File: config.mk
export PLATFORM = sky130hd
export DESIGN_NAME = pattern_sweep_ctrl
export DESIGN_NICKNAME = d
export VERILOG_FILES = /design/src/rtl/pattern_sweep_ctrl.sv
export SDC_FILE = /design/constraint.sdc
export NUM_CORES = 1
export LEC_CHECK = 0
export ABC_AREA = 1
export CAP_MARGIN = 20
export CORE_ASPECT_RATIO = 2
export CORE_MARGIN = 2
export CORE_UTILIZATION = 55
export CTS_BUF_LIST = sky130_fd_sc_hd__clkbuf_8
export CTS_CLUSTER_DIAMETER = 40
export DETAILED_ROUTE_END_ITERATION = 12
export PLACE_DENSITY = 0.81
export RECOVER_POWER = 25
export SYNTH_ARGS = -nofsm -noshare
export SYNTH_HDL_FRONTEND = slang
export SYNTH_SLANG_ARGS = --single-unit
File: constraint.sdc
create_clock -name CK -period 3.85 [get_ports CK]
set_input_delay 0.77 -clock CK [delete_from_list [all_inputs] [get_ports CK]]
set_output_delay 0.77 -clock CK [all_outputs]
set_load 0.05 [all_outputs]
File: src/rtl/pattern_sweep_ctrl.sv
// Exhaustive input sweeper for a small sequential DUT, streaming (pattern, response) pairs.
// Optional 16-bit MISR signature output enabled by PATTERN_SWEEP_SIGNATURE_EN.
module pattern_sweep_ctrl #(
  parameter int unsigned N_IN    = 5,
  parameter int unsigned OUT_W   = 1,
  parameter int unsigned SETTLE  = 1,
  parameter int unsigned RST_CYC = 2
) (
  input  logic                 CK,
  input  logic                 reset,
  input  logic                 start,
  input  logic                 abort,
  output logic                 busy,
  output logic                 done,
  output logic                 dut_rst,
  output logic [N_IN-1:0]      dut_in,
  input  logic [OUT_W-1:0]     dut_out,
  output logic                 resp_valid,
  input  logic                 resp_ready,
  output logic [N_IN-1:0]      resp_pattern,
  output logic [OUT_W-1:0]     resp_data,
  output logic [(1<<N_IN)-1:0] result
`ifdef PATTERN_SWEEP_SIGNATURE_EN
  ,
  output logic [15:0]          signature
`endif
);

  localparam int unsigned CntMax = (SETTLE > RST_CYC) ? SETTLE : RST_CYC;
  localparam int unsigned CntW   = (CntMax > 1) ? $clog2(CntMax) : 1;
  localparam logic [CntW-1:0] CntOne = 1;
  localparam logic [N_IN:0]   PatOne = 1;

  typedef enum logic [2:0] {StIdle, StDrst, StApply, StEmit, StDone} state_e;

  state_e          state_q;
  logic [CntW-1:0] cnt_q;
  // One bit wider than the pattern so the counter never wraps back to zero.
  logic [N_IN:0]   pat_q;
  logic            last_pat;

  assign last_pat = ~pat_q[N_IN] & (&pat_q[N_IN-1:0]);

`ifdef PATTERN_SWEEP_SIGNATURE_EN
  // Galois form of x^16+x^12+x^5+1 with the input word folded in after the shift.
  function automatic logic [15:0] misr_step(logic [15:0] s, logic [15:0] d);
    return {s[14:0], 1'b0} ^ (s[15] ? 16'h1021 : 16'h0000) ^ d;
  endfunction
`endif

  always_ff @(posedge CK or negedge reset) begin
    if (!reset) begin
      state_q      <= StIdle;
      cnt_q        <= '0;
      pat_q        <= '0;
      busy         <= 1'b0;
      done         <= 1'b0;
      dut_rst      <= 1'b0;
      dut_in       <= '0;
      resp_valid   <= 1'b0;
      resp_pattern <= '0;
      resp_data    <= '0;
      result       <= '0;
`ifdef PATTERN_SWEEP_SIGNATURE_EN
      signature    <= '0;
`endif
    end else if (abort) begin
      state_q    <= StIdle;
      busy       <= 1'b0;
      done       <= 1'b0;
      dut_rst    <= 1'b0;
      dut_in     <= '0;
      resp_valid <= 1'b0;
    end else begin
      unique case (state_q)
        StIdle: begin
          done <= 1'b0;
          if (start) begin
            state_q <= StDrst;
            busy    <= 1'b1;
            dut_rst <= 1'b1;
            dut_in  <= '0;
            cnt_q   <= '0;
            pat_q   <= '0;
            result  <= '0;
`ifdef PATTERN_SWEEP_SIGNATURE_EN
            signature <= '0;
`endif
          end
        end
        StDrst: begin
          if (cnt_q == CntW'(RST_CYC - 1)) begin
            state_q <= StApply;
            dut_rst <= 1'b0;
            cnt_q   <= '0;
            dut_in  <= pat_q[N_IN-1:0];
          end else begin
            cnt_q <= cnt_q + CntOne;
          end
        end
        StApply: begin
          if (cnt_q == CntW'(SETTLE - 1)) begin
            state_q                  <= StEmit;
            cnt_q                    <= '0;
            resp_valid               <= 1'b1;
            resp_pattern             <= pat_q[N_IN-1:0];
            resp_data                <= dut_out;
            result[pat_q[N_IN-1:0]]  <= dut_out[0];
          end else begin
            cnt_q <= cnt_q + CntOne;
          end
        end
        StEmit: begin
          if (resp_ready) begin
            resp_valid <= 1'b0;
`ifdef PATTERN_SWEEP_SIGNATURE_EN
            signature  <= misr_step(signature, 16'({resp_pattern, resp_data}));
`endif
            if (last_pat) begin
              state_q <= StDone;
              done    <= 1'b1;
              dut_in  <= '0;
            end else begin
              state_q <= StApply;
              pat_q   <= pat_q + PatOne;
              dut_in  <= N_IN'(pat_q + PatOne);
            end
          end
        end
        StDone: begin
          state_q <= StIdle;
          done    <= 1'b0;
          busy    <= 1'b0;
        end
        default: state_q <= StIdle;
      endcase
    end
  end

endmodule

Yosys cells after proc, flatten, opt, wreduce, memory -nomap -nowiden
Cells that the tools add are included.
{"block": "totals", "ff_bits": 57, "input_bits": 6, "output_inout_bits": 47, "wordCells": 95}
{"block": "op_classes", "add_sub_neg": 2, "order_cmp": 2, "eq_ne": 13, "n_mux": 41, "bitwise_logic": 4, "reduce_logical": 22}
{"op": "$mux W32", "n": 2}
{"op": "$pmux W32 S2", "n": 1}
{"op": "$bwmux W32", "n": 1}
{"op": "$mux W5", "n": 5}
{"op": "$mux W3", "n": 6}
{"op": "$mux W6", "n": 3}
{"op": "$ne A3 B3 Y1 const B", "n": 5}
{"op": "$pmux W5 S3", "n": 1}
{"op": "$reduce_and A3 Y1", "n": 5}
{"op": "$reduce_bool A3 Y1", "n": 5}
{"op": "$mux W1", "n": 14}
{"op": "$pmux W3 S4", "n": 1}
{"op": "$pmux W6 S2", "n": 1}
{"op": "$reduce_and A4 Y1", "n": 3}
{"op": "$reduce_and A5 Y1", "n": 2}
{"op": "$ne A2 B2 Y1 const B", "n": 4}
{"op": "$pmux W1 S2", "n": 4}
{"op": "$add A6 B1 Y6 const B", "n": 1}
{"op": "$eq A3 B2 Y1 const B", "n": 2}
{"op": "$lt A5 B6 Y1 const B", "n": 1}
{"op": "$demux W1 S5", "n": 1}
{"op": "$ge A5 B1 Y1 const B", "n": 1}
{"op": "$reduce_bool A2 Y1", "n": 2}
{"op": "$reduce_bool A4 Y1", "n": 1}
{"op": "10 further kinds", "n": 12}

Longest topological paths before layout
Gate-level depths: netlist of run 1.
{"block": "depth", "word_depth": 7, "mapped_depth": 12, "depth_no_buf": 11}

Least setup slack after synthesis of run 1
Ideal clock, no wire load.
{"block": "synth_path", "path_kind": "flip-flop to flip-flop", "startpoint": "register pat_q[0]", "endpoint": "register pat_q[2]", "setup_ps": 118, "arrival_ps": 1649, "required_time_ps": 3732, "slack_ps": 2083, "stages_incl_launch_ff": 12, "path_buffers": 1, "period_less_slack_ps": 1767, "path_cell_list": "dfrtp_1 > ha_1 > clkbuf_1 > nand2_1 > nor2_1 > ha_1 > nand2_1 > nand3_1 > nand2_1 > nand2_1 > nand2_1 > nand2_1"}
{"block": "synth_between", "elab_chain_len": 4, "word_cells_on_any_way": 8, "classes_between": "add/sub (1); eq/ne (1); mux (3); bitwise (1); reduce/logical (2)"}
{"element": "from (decl)", "line": "39", "source": "logic [N_IN:0] pat_q;"}
{"element": "from (signal assigned)", "line": "125", "source": "pat_q <= pat_q + PatOne;"}
{"element": "$add A6 B1 Y6 / $reduce_and A5 Y1 (equally long branches)"}
{"element": "$mux W6 / $and A1 B1 Y1 (equally long branches)", "line": "119, 42"}
{"element": "$mux W6 / $ne A2 B2 Y1 (equally long branches)"}
{"element": "$pmux W6 S2 / $reduce_and A5 Y1 (equally long branches)"}
Parallel ways exist; a longest one is shown, timed or not. The select of a mux whose other input is x is not followed.
A chain may end at the register's enable or synchronous reset.

Worst setup path after layout of run 1
{"block": "layout_path", "startpoint": "register result[8]", "endpoint": "output port result[8]"}
{"element": "from (decl)", "line": "22", "source": "output logic [(1<<N_IN)-1:0] result"}
{"element": "from (signal, indexed assignment)", "line": "108", "source": "result[pat_q[N_IN-1:0]] <= dut_out[0];"}
No word-level cell between the ends.

==> results of run 1 <==
[path summary, 6_finish.rpt]
path | startpoint | slack [ns] | to | depth (start not counted)
setup reg to reg | pat_q[3]$_DFFE_PN0P_ | 1.69 | dut_in[2]$_DFFE_PN0P_ | 10
setup / recovery | result[8]$_DFFE_PN0P_ | 1.51 | result[8] | 1
min in group asynchronous | reset | 1.05 | result[28]$_DFFE_PN0P_ | 1
hold / removal | result[3]$_DFFE_PN0P_ | 0.47 | result[3]$_DFFE_PN0P_ | 2
max in group asynchronous | reset | 1.56 | result[3]$_DFFE_PN0P_ | 1
hold reg to reg | result[3]$_DFFE_PN0P_ | 0.47 | result[3]$_DFFE_PN0P_ | 2
[flip-flops by register name, indices dropped and copies added, names as in the netlist]
signal        flops
resp_valid        1
cnt_q             1
result           32
busy              1
resp_data         1
resp_pattern      5
state_q           3
dut_rst           1
dut_in            5
done              1
pat_q             6
[kinds of logic (layout without fill, tap and decap cells)]
logic type | count (synthesis) | in the layout | share of synthesized area, %
fa+ha+maj | 5 | 5 | 1.840
compound gates | 24 | 24 | 3.974
flops | 57 | 57 | 41.94
simple gates | 315 | 315 | 41.91
buf+inv | 73 | 118 | 10.34
[cell usage in the layout (no fill, tap or decap), drive strengths merged]
cell type,netlist,final
o21ai,16,16
clkinv,1,5
o211ai,1,1
a21oi,2,2
nand3,61,61
inv,48,48
clkinvlp,0,1
bufinv,0,1
dfrtp,57,57
clkdlybuf4s50,0,51
nand4,17,17
nand2,208,208
clkbuf,8,11
nor2,28,28
nand3b,1,1
buf,16,1
o21bai,5,5
ha,5,5
[per-layer routing]
metal / wire [um] / share of wire, %
met5: 0 / 0
met4: 341 / 4.1
met3: 325 / 3.9
met2: 4505 / 54
met1: 3129 / 38
[per-stage QoR]
stage	instance area [um2]	hold slack (ns)	instances	util (%)	worst slack, ns
2_1_floorplan	3401	0.4744	474	-	2.083
3_3_place_gp	3837	0.4520	566	63.90	1.408
3_5_place_dp	3837	0.4583	566	63.90	1.385
4_1_cts	4033	0.4745	582	67.15	1.524
5_1_grt	4031	0.4947	582	67.13	1.061
6_report	4031	0.4703	582	67.13	1.509
[power breakdown]
| group | switching (mW) | leakage [nW] | internal, mW |
|---|---|---|---|
| sequential | 0.0495 | 0.789 | 0.650 |
| combinational | 0.640 | 1.28 | 0.244 |
| clock | 0.251 | 0.102 | 0.311 |
| total | 0.940 | 2.18 | 1.20 |
[layout make-up]
type | instances | area (um2)
Clock buffer | 10 | 137.6
Clock inverter | 6 | 57.56
Fill cell | 520 | 1974
Inverter | 49 | 186.4
Multi-Input combinational cell | 344 | 1623
Sequential cell | 57 | 1426
Tap cell | 63 | 78.83
Timing Repair Buffer | 53 | 521.8
==> flow_metrics.tcl, run 1 <==
set metrics [dict create \
    layout-drive-gt1-share_pct 7.514 \
    drc_errors 0 \
    cap_violations 1 \
    initial_core_util_pct 56.63 \
    cp.required_ns 3.08 \
    cp-start-kind "flop" \
    root_buffer "clkbuf_8" \
    dieArea_um2 6866 \
    hold_viol_final 0 \
    hpwl_mm 5.776 \
    total_power_mw 2.145 \
    cp-end-kind "output port" \
    yosysSeqAreaShare_pct 41.94 \
    slew_headroom_pct -44.18 \
    postCtsSetupBuffers 0 \
    finalCriticalPeriod_ns 2.341 \
    synth.distinct_cells 29 \
    worst_slew_pin_slew_ns 2.163 \
    arrival_ns 1.57 \
    synthFlopType "dfrtp_1" \
    ant_nets 0 \
    grt_max_degree 41 \
    path_class "reg -> out" \
    port_buffers 52 \
    ctsResizeCount 0 \
    grt.overflow.total 0 \
    routed_via_density 5.423 \
    grtUsageMet2_pct 45.20 \
    yosys-top-cells-area "dfrtp_1 42%, nand2_1 22%, nand3_1 7.9%, inv_1 4.9%, nand4_1 3.1%" \
    grt_pass1_wl_mm 13.83 \
    powerDensity_nw_per_um2 532.0 \
    rsz0062_at_grt "no" \
    synth-async-reset-ratio_pct 100.0 \
    crit_family "buffers and inverters" \
    n_antenna_cell 0 \
    status "finished with violations" \
    wirelength_mm 8.302 \
    syn_area_um2 3401 \
    ir_drop_mv 0.3752 \
    clk_path_buf_depth 2 \
    yosys.area.top_type_share_pct 41.94 \
    fin_setup_tns_ns 0 \
    cp_max_fo 2 \
    slew_viol_final 41 \
    cts_tree "built" \
    fp-row-count 40 \
    ys_top_cells_by_count "202 x nand2_1, 57 x dfrtp_1, 54 x nand3_1, 44 x inv_1, 23 x nor2_1" \
    crit_buf_inv 1 \
    area_growth_pct 18.54 \
    vias 3156 \
    die_y_um 115.2 \
    synth_top_area_cell "dfrtp_1" \
    syn_inst 474 \
    antenna_found_initial 0 \
    clk_pin_slew_ns 0.06 \
    syn-num-nets 485 \
    cts_hold_buf 0 \
    clock_skew_ns 0.004732 \
    p_leak_nw 2.175 \
    slowest_stage "clkdlybuf4s50_1" \
    layout.nets 525 \
    drt_iter0_markers 130 \
    grt_pass1_vias 3008 \
    clkSinkCount 57 \
    fp.dieW_um 59.60 \
    violations "max-capacitance violations, max-slew violations" \
    grtUsageMet3_pct 4.049 \
    syn_area_per_cell_um2 7.175 \
    gp_congestion 0.9006 \
    ys_warn_count 0 \
    cts_made_buffers 9 \
    period_share_pct 60.79 \
    grt_usage_pct 26.47 \
    max_freq_mhz 427.2 \
    ios 53 \
    clkLatencyLatePin_ns 0.35 \
    yosysMostFrequentCell "nand2_1" \
    ys_ff_latch 57 \
    grt-busiest-layer "met2" \
    max_stage_delay_ns 0.82 \
    htree_levels 3 \
    synth_edf_count 0 \
    crit_chain "clkdlybuf4s50_1" \
    setup_viol 0 \
    min_path_type "reg -> reg" \
    met1_usage_pct 29.94 \
    drt_pre_antenna_iters 4 \
    wire_per_inst_um 14.26 \
    core_um2 6006 \
]
No activity file was read; power rests on OpenSTA's default activity.
==> run 2: changes to the inputs <==
Settings changed: CORE_UTILIZATION 55 to 51, PLACE_DENSITY 0.81 to 0.79.
Clock period 3.85 ns to 2.1 ns, I/O delays scaled along.
==> flow_metrics.tcl, run 2 (synthesis gave the netlist of run 1 again) <==
set metrics [dict create \
    initial_core_util_pct 52.19 \
    ctsResizeCount 0 \
    rsz0062_at_grt "no" \
    slowest_stage "clkdlybuf4s50_1" \
    top_layer "met4" \
    grt_usage_pct 24.57 \
    ant_nets 0 \
    wl_met1_mm 3.442 \
    worst_slew_pin_slew_ns 1.373 \
    wirelength_mm 8.127 \
    grt.overflow.total 0 \
    final_cell_mix "202 x nand2_1, 57 x dfrtp_1, 54 x nand3_1" \
    cts_made_buffers 9 \
    drt_iter0_markers 210 \
    htree_levels 3 \
    clock_skew_ns 0.006647 \
    fp-row-count 42 \
    fin_setup_tns_ns 0 \
    top_regs "result: 32 flops, pat_q: 6 flops" \
    hpwl_mm 5.637 \
    wl_met2_mm 3.961 \
    arrival_ns 1.55 \
    hold_viol_final 0 \
    cts_tree "built" \
    cp-end-kind "output port" \
    rrSetupSlack_ns 0.33 \
    reg2reg_depth 8 \
    status "completed" \
    setup_viol 0 \
    layout.nets 537 \
    slew_headroom_pct 8.452 \
    clkLatencyLatePin_ns 0.35 \
    ios 53 \
    die_y_um 119.5 \
    layout-drive-gt1-share_pct 8.712 \
    crit_family "buffers and inverters" \
    clk_pin_slew_ns 0.06 \
    powerDensity_nw_per_um2 909.7 \
    grt_pass1_wl_mm 13.68 \
    drc_errors 0 \
    gp_congestion 0.8525 \
    cap_violations 0 \
    period_share_pct 94.01 \
    rr_endpoint "result[20]$_DFFE_PN0P_" \
    wire_per_inst_um 13.19 \
    grt_max_degree 38 \
    core_um2 6516 \
    layout_commonest_cell "nand2_1" \
    port_buffers 52 \
    final_area_um2 4133 \
    root_buffer "clkbuf_8" \
    drt_pre_antenna_iters 5 \
    crit_buf_inv 1 \
    dpl-instance-area_um2 3984 \
    dieArea_um2 7377 \
    cp_max_fo 2 \
    total_power_mw 3.759 \
    regMostFlops "result" \
    cp.required_ns 1.68 \
    rr_startpoint "pat_q[0]$_DFFE_PN0P_" \
    slew_viol_final 0 \
    grt_pass1_vias 3025 \
    min_path_type "in -> async" \
    dr_wl_met3_um 525 \
    ir_drop_mv 0.4394 \
    cts_hold_buf 0 \
    crit_chain "clkdlybuf4s50_1" \
    fp.dieW_um 61.74 \
    largest_reg_flops 32 \
    n_antenna_cell 0 \
    finalCriticalPeriod_ns 1.974 \
    max_stage_delay_ns 0.82 \
    vias 3151 \
    max_freq_mhz 506.5 \
    area_growth_pct 21.52 \
    routed_via_density 5.115 \
    path_class "reg -> out" \
    clkSinkCount 57 \
    p_leak_nw 2.227 \
    clk_path_buf_depth 2 \
    postCtsSetupBuffers 0 \
    antenna_found_initial 0 \
    cp-start-kind "flop" \
]
==> run 2: worst max-delay path by stage <==
| stage | start | to | slack (ns) | cells past startpoint |
|---|---|---|---|---|
| 6_report | result[3]$_DFFE_PN0P_ | result[3] | 0.13 | 1 |
| 5_1_grt | result[3]$_DFFE_PN0P_ | result[3] | 0.10 | 1 |
| 4_1_cts | result[3]$_DFFE_PN0P_ | result[3] | 0.12 | 1 |
| 3_5_place_dp | abort | pat_q[5]$_DFFE_PN0P_ | 0.1 | 7 |
| 3_3_place_gp | abort | pat_q[2]$_DFFE_PN0P_ | 0.14 | 7 |
| 2_1_floorplan | pat_q[0]$_DFFE_PN0P_ | pat_q[2]$_DFFE_PN0P_ | 0.33 | 11 |
==> run 2: layer usage <==
layer | vias up | global-route usage (%)
met3 | 17 | 4.886
li1 | 1592 | -
met1 | 1434 | 32.30
met5 | - | 0
met4 | 0 | 12.37
met2 | 108 | 37.24
==> run 2: layout make-up <==
class | instances | area (um2)
fillers | 634 | 2384
multi-input cells | 344 | 1623
flip-flops and latches | 57 | 1426
repair buffers | 65 | 636.9
inverters | 49 | 186.4
clock buffers | 10 | 137.6
well taps | 88 | 110.1
clock inverters | 3 | 12.51
==> run 2: worst register-to-register path: stages, from the launching register on <==
cell and delay [ns]:
dfrtp_1 0.39, buf_4 0.17, inv_1 0.15, ha_1 0.44, nand4_1 0.18, nand2_1 0.13, nand3_2 0.08, nand2_1 0.07
nand2_1 0.05
==> run 2: power breakdown <==
part           switching (mW)  total (mW)  leakage, nW  internal [mW]
Combinational            1.17        1.65         1.35          0.485
Clock                   0.402       0.830       0.0865          0.428
Sequential             0.0828        1.27        0.789           1.19
==> run 2: per-stage QoR <==
step	cells	utilization, %	hold slack [ns]	worst slack (ns)
detailed placement	603	61.14	0.4484	0.09828
global route	616	63.42	0.4953	0.1011
CTS	616	63.44	0.07176	0.1249
floorplan	474	-	0.1244	0.3331
global placement	603	61.14	0.4462	0.1360
finish	616	63.42	0.3749	0.1258
==> run 3: changes to the inputs <==
Settings changed: CORE_ASPECT_RATIO 2 to not set.
==> flow_metrics.tcl, run 3 (synthesis gave the netlist of run 1 again) <==
set metrics [dict create \
    status "completed" \
    cap_violations 0 \
    layout.nets 535 \
    finalCriticalPeriod_ns 1.951 \
    cts_tree "built" \
    dieArea_um2 7338 \
    gp_congestion 0.9430 \
    crit_buf_inv 1 \
    layout-drive-gt1-share_pct 9.074 \
    pwr-share-clk_pct 26.9 \
    rr_endpoint "result[10]$_DFFE_PN0P_" \
    crit_family "buffers and inverters" \
    rr_startpoint "pat_q[0]$_DFFE_PN0P_" \
    rsz0062_at_grt "no" \
    p_int_mw 2.269 \
    multi_input_area_um2 1623 \
    vias 3202 \
    grt_pass1_wl_mm 13.89 \
    cp_max_fo 2 \
    crit_chain "clkdlybuf4s50_1" \
    final_cell_mix "202 x nand2_1, 57 x dfrtp_1, 54 x nand3_1" \
    ios 53 \
    clkSinkCount 57 \
    grt_usage_pct 23.66 \
    cp.required_ns 1.68 \
    postCtsSetupBuffers 0 \
    clkLatencyLatePin_ns 0.35 \
    n_fill_cell 571 \
    fin_setup_tns_ns 0 \
    min_path_type "in -> async" \
    grt.overflow.total 0 \
    antenna_found_initial 0 \
    clk_path_buf_depth 2 \
    seqPwrFrac_pct 32.0 \
    dp_slack_ns 0.1063 \
    sw_frac_of_total_pct 42.74 \
    wirelength_mm 7.767 \
    arrival_ns 1.53 \
    clk_pin_slew_ns 0.07 \
    setup_ws_ns 0.1486 \
    cts_hold_buf 0 \
    layout_commonest_cell "nand2_1" \
    n_antenna_cell 0 \
    cp-start-kind "flop" \
    top_regs "result: 32 flops, pat_q: 6 flops" \
    p_sw_mw 1.694 \
    ir_drop_mv 0.6039 \
    drc_errors 0 \
    setup_viol 0 \
    area_growth_pct 21.96 \
    seqCellArea_um2 1426 \
    cts_made_buffers 9 \
    slew_viol_final 0 \
    reg2reg_depth 8 \
    ctsResizeCount 0 \
    grt_pass1_vias 3093 \
    die_y_um 85.66 \
    worst_slew_pin_slew_ns 1.389 \
    core_um2 6386 \
    hpwl_mm 5.341 \
    max_stage_delay_ns 0.81 \
    rrSetupSlack_ns 0.31 \
    fp-row-count 29 \
    wire_per_inst_um 12.82 \
    pwr-share-comb_pct 41.1 \
    initial_core_util_pct 53.25 \
    powerDensity_nw_per_um2 955.3 \
    hold_viol_final 0 \
    slowest_stage "clkdlybuf4s50_1" \
    routed_via_density 5.284 \
    max_freq_mhz 512.5 \
    drt_iter0_markers 198 \
    largest_reg_flops 32 \
    clock_skew_ns 0.008195 \
    slew_headroom_pct 7.410 \
    root_buffer "clkbuf_8" \
    ant_nets 0 \
    cp-end-kind "output port" \
    grt_max_degree 38 \
    drt_pre_antenna_iters 5 \
    fp.dieW_um 85.66 \
    htree_levels 3 \
    port_buffers 52 \
    regMostFlops "result" \
    p_leak_nw 2.234 \
    total_power_mw 3.962 \
    path_class "reg -> out" \
    period_share_pct 92.92 \
]
-- run 3: cell types whose count changed in the layout (fill, tap and decap cells not counted) --
| cell | delta |
|---|---|
| bufinv_16 | +1 |
| clkbuf_8 | +1 |
| buf_12 | -1 |
| inv_1 | -1 |
| clkinv_4 | +1 |
| buf_4 | -1 |
| clkinvlp_4 | +1 |
-- run 3: power by group through the flow --
stage	sequential (mW)	combinational (mW)	clock (mW)
2_1_floorplan	1.48	1.14	0
3_3_place_gp	1.28	1.59	0
3_5_place_dp	1.29	1.62	0
4_1_cts	1.27	1.63	1.08
5_1_grt	1.28	1.82	1.13
6_report	1.27	1.63	1.07
-- run 3: area by class of cell --
class	instances	area share, %
clock buffer	11	3.650
inverter	49	4.495
multi-input combinational	344	39.13
tap	77	2.323
clock inverter	5	1.327
sequential	57	34.39
timing repair buffer	63	14.69
-- run 3: how the worst max path moves through the flow --
stage | from | end | cells past startpoint
after floorplan | pat_q[0]$_DFFE_PN0P_ | pat_q[2]$_DFFE_PN0P_ | 11
after global placement | abort | pat_q[4]$_DFFE_PN0P_ | 7
after detailed placement | abort | pat_q[4]$_DFFE_PN0P_ | 7
after CTS | result[14]$_DFFE_PN0P_ | result[14] | 1
after global routing | result[14]$_DFFE_PN0P_ | result[14] | 1
final | dut_in[0]$_DFFE_PN0P_ | dut_in[0] | 1
-- run 3: routing by layer --
metal	up-vias	track usage (%)	share of wire [%]
met5	-	0	0
met4	0	11.98	2.6
met3	20	4.235	6.6
met2	121	38.00	46
met1	1467	30.80	45
li1	1594	-	-
-- run 3: per-stage QoR --
| stage | utilization, % | hold WS [ns] | area [um2] | cells |
|---|---|---|---|---|
| floorplan | - | 0.1244 | 3401 | 474 |
| global placement | 61.74 | 0.4513 | 3943 | 590 |
| detailed placement | 61.74 | 0.4516 | 3943 | 590 |
| CTS | 64.97 | 0.08510 | 4149 | 606 |
| global route | 64.95 | 0.4957 | 4148 | 606 |
| finish | 64.95 | 0.3801 | 4148 | 606 |
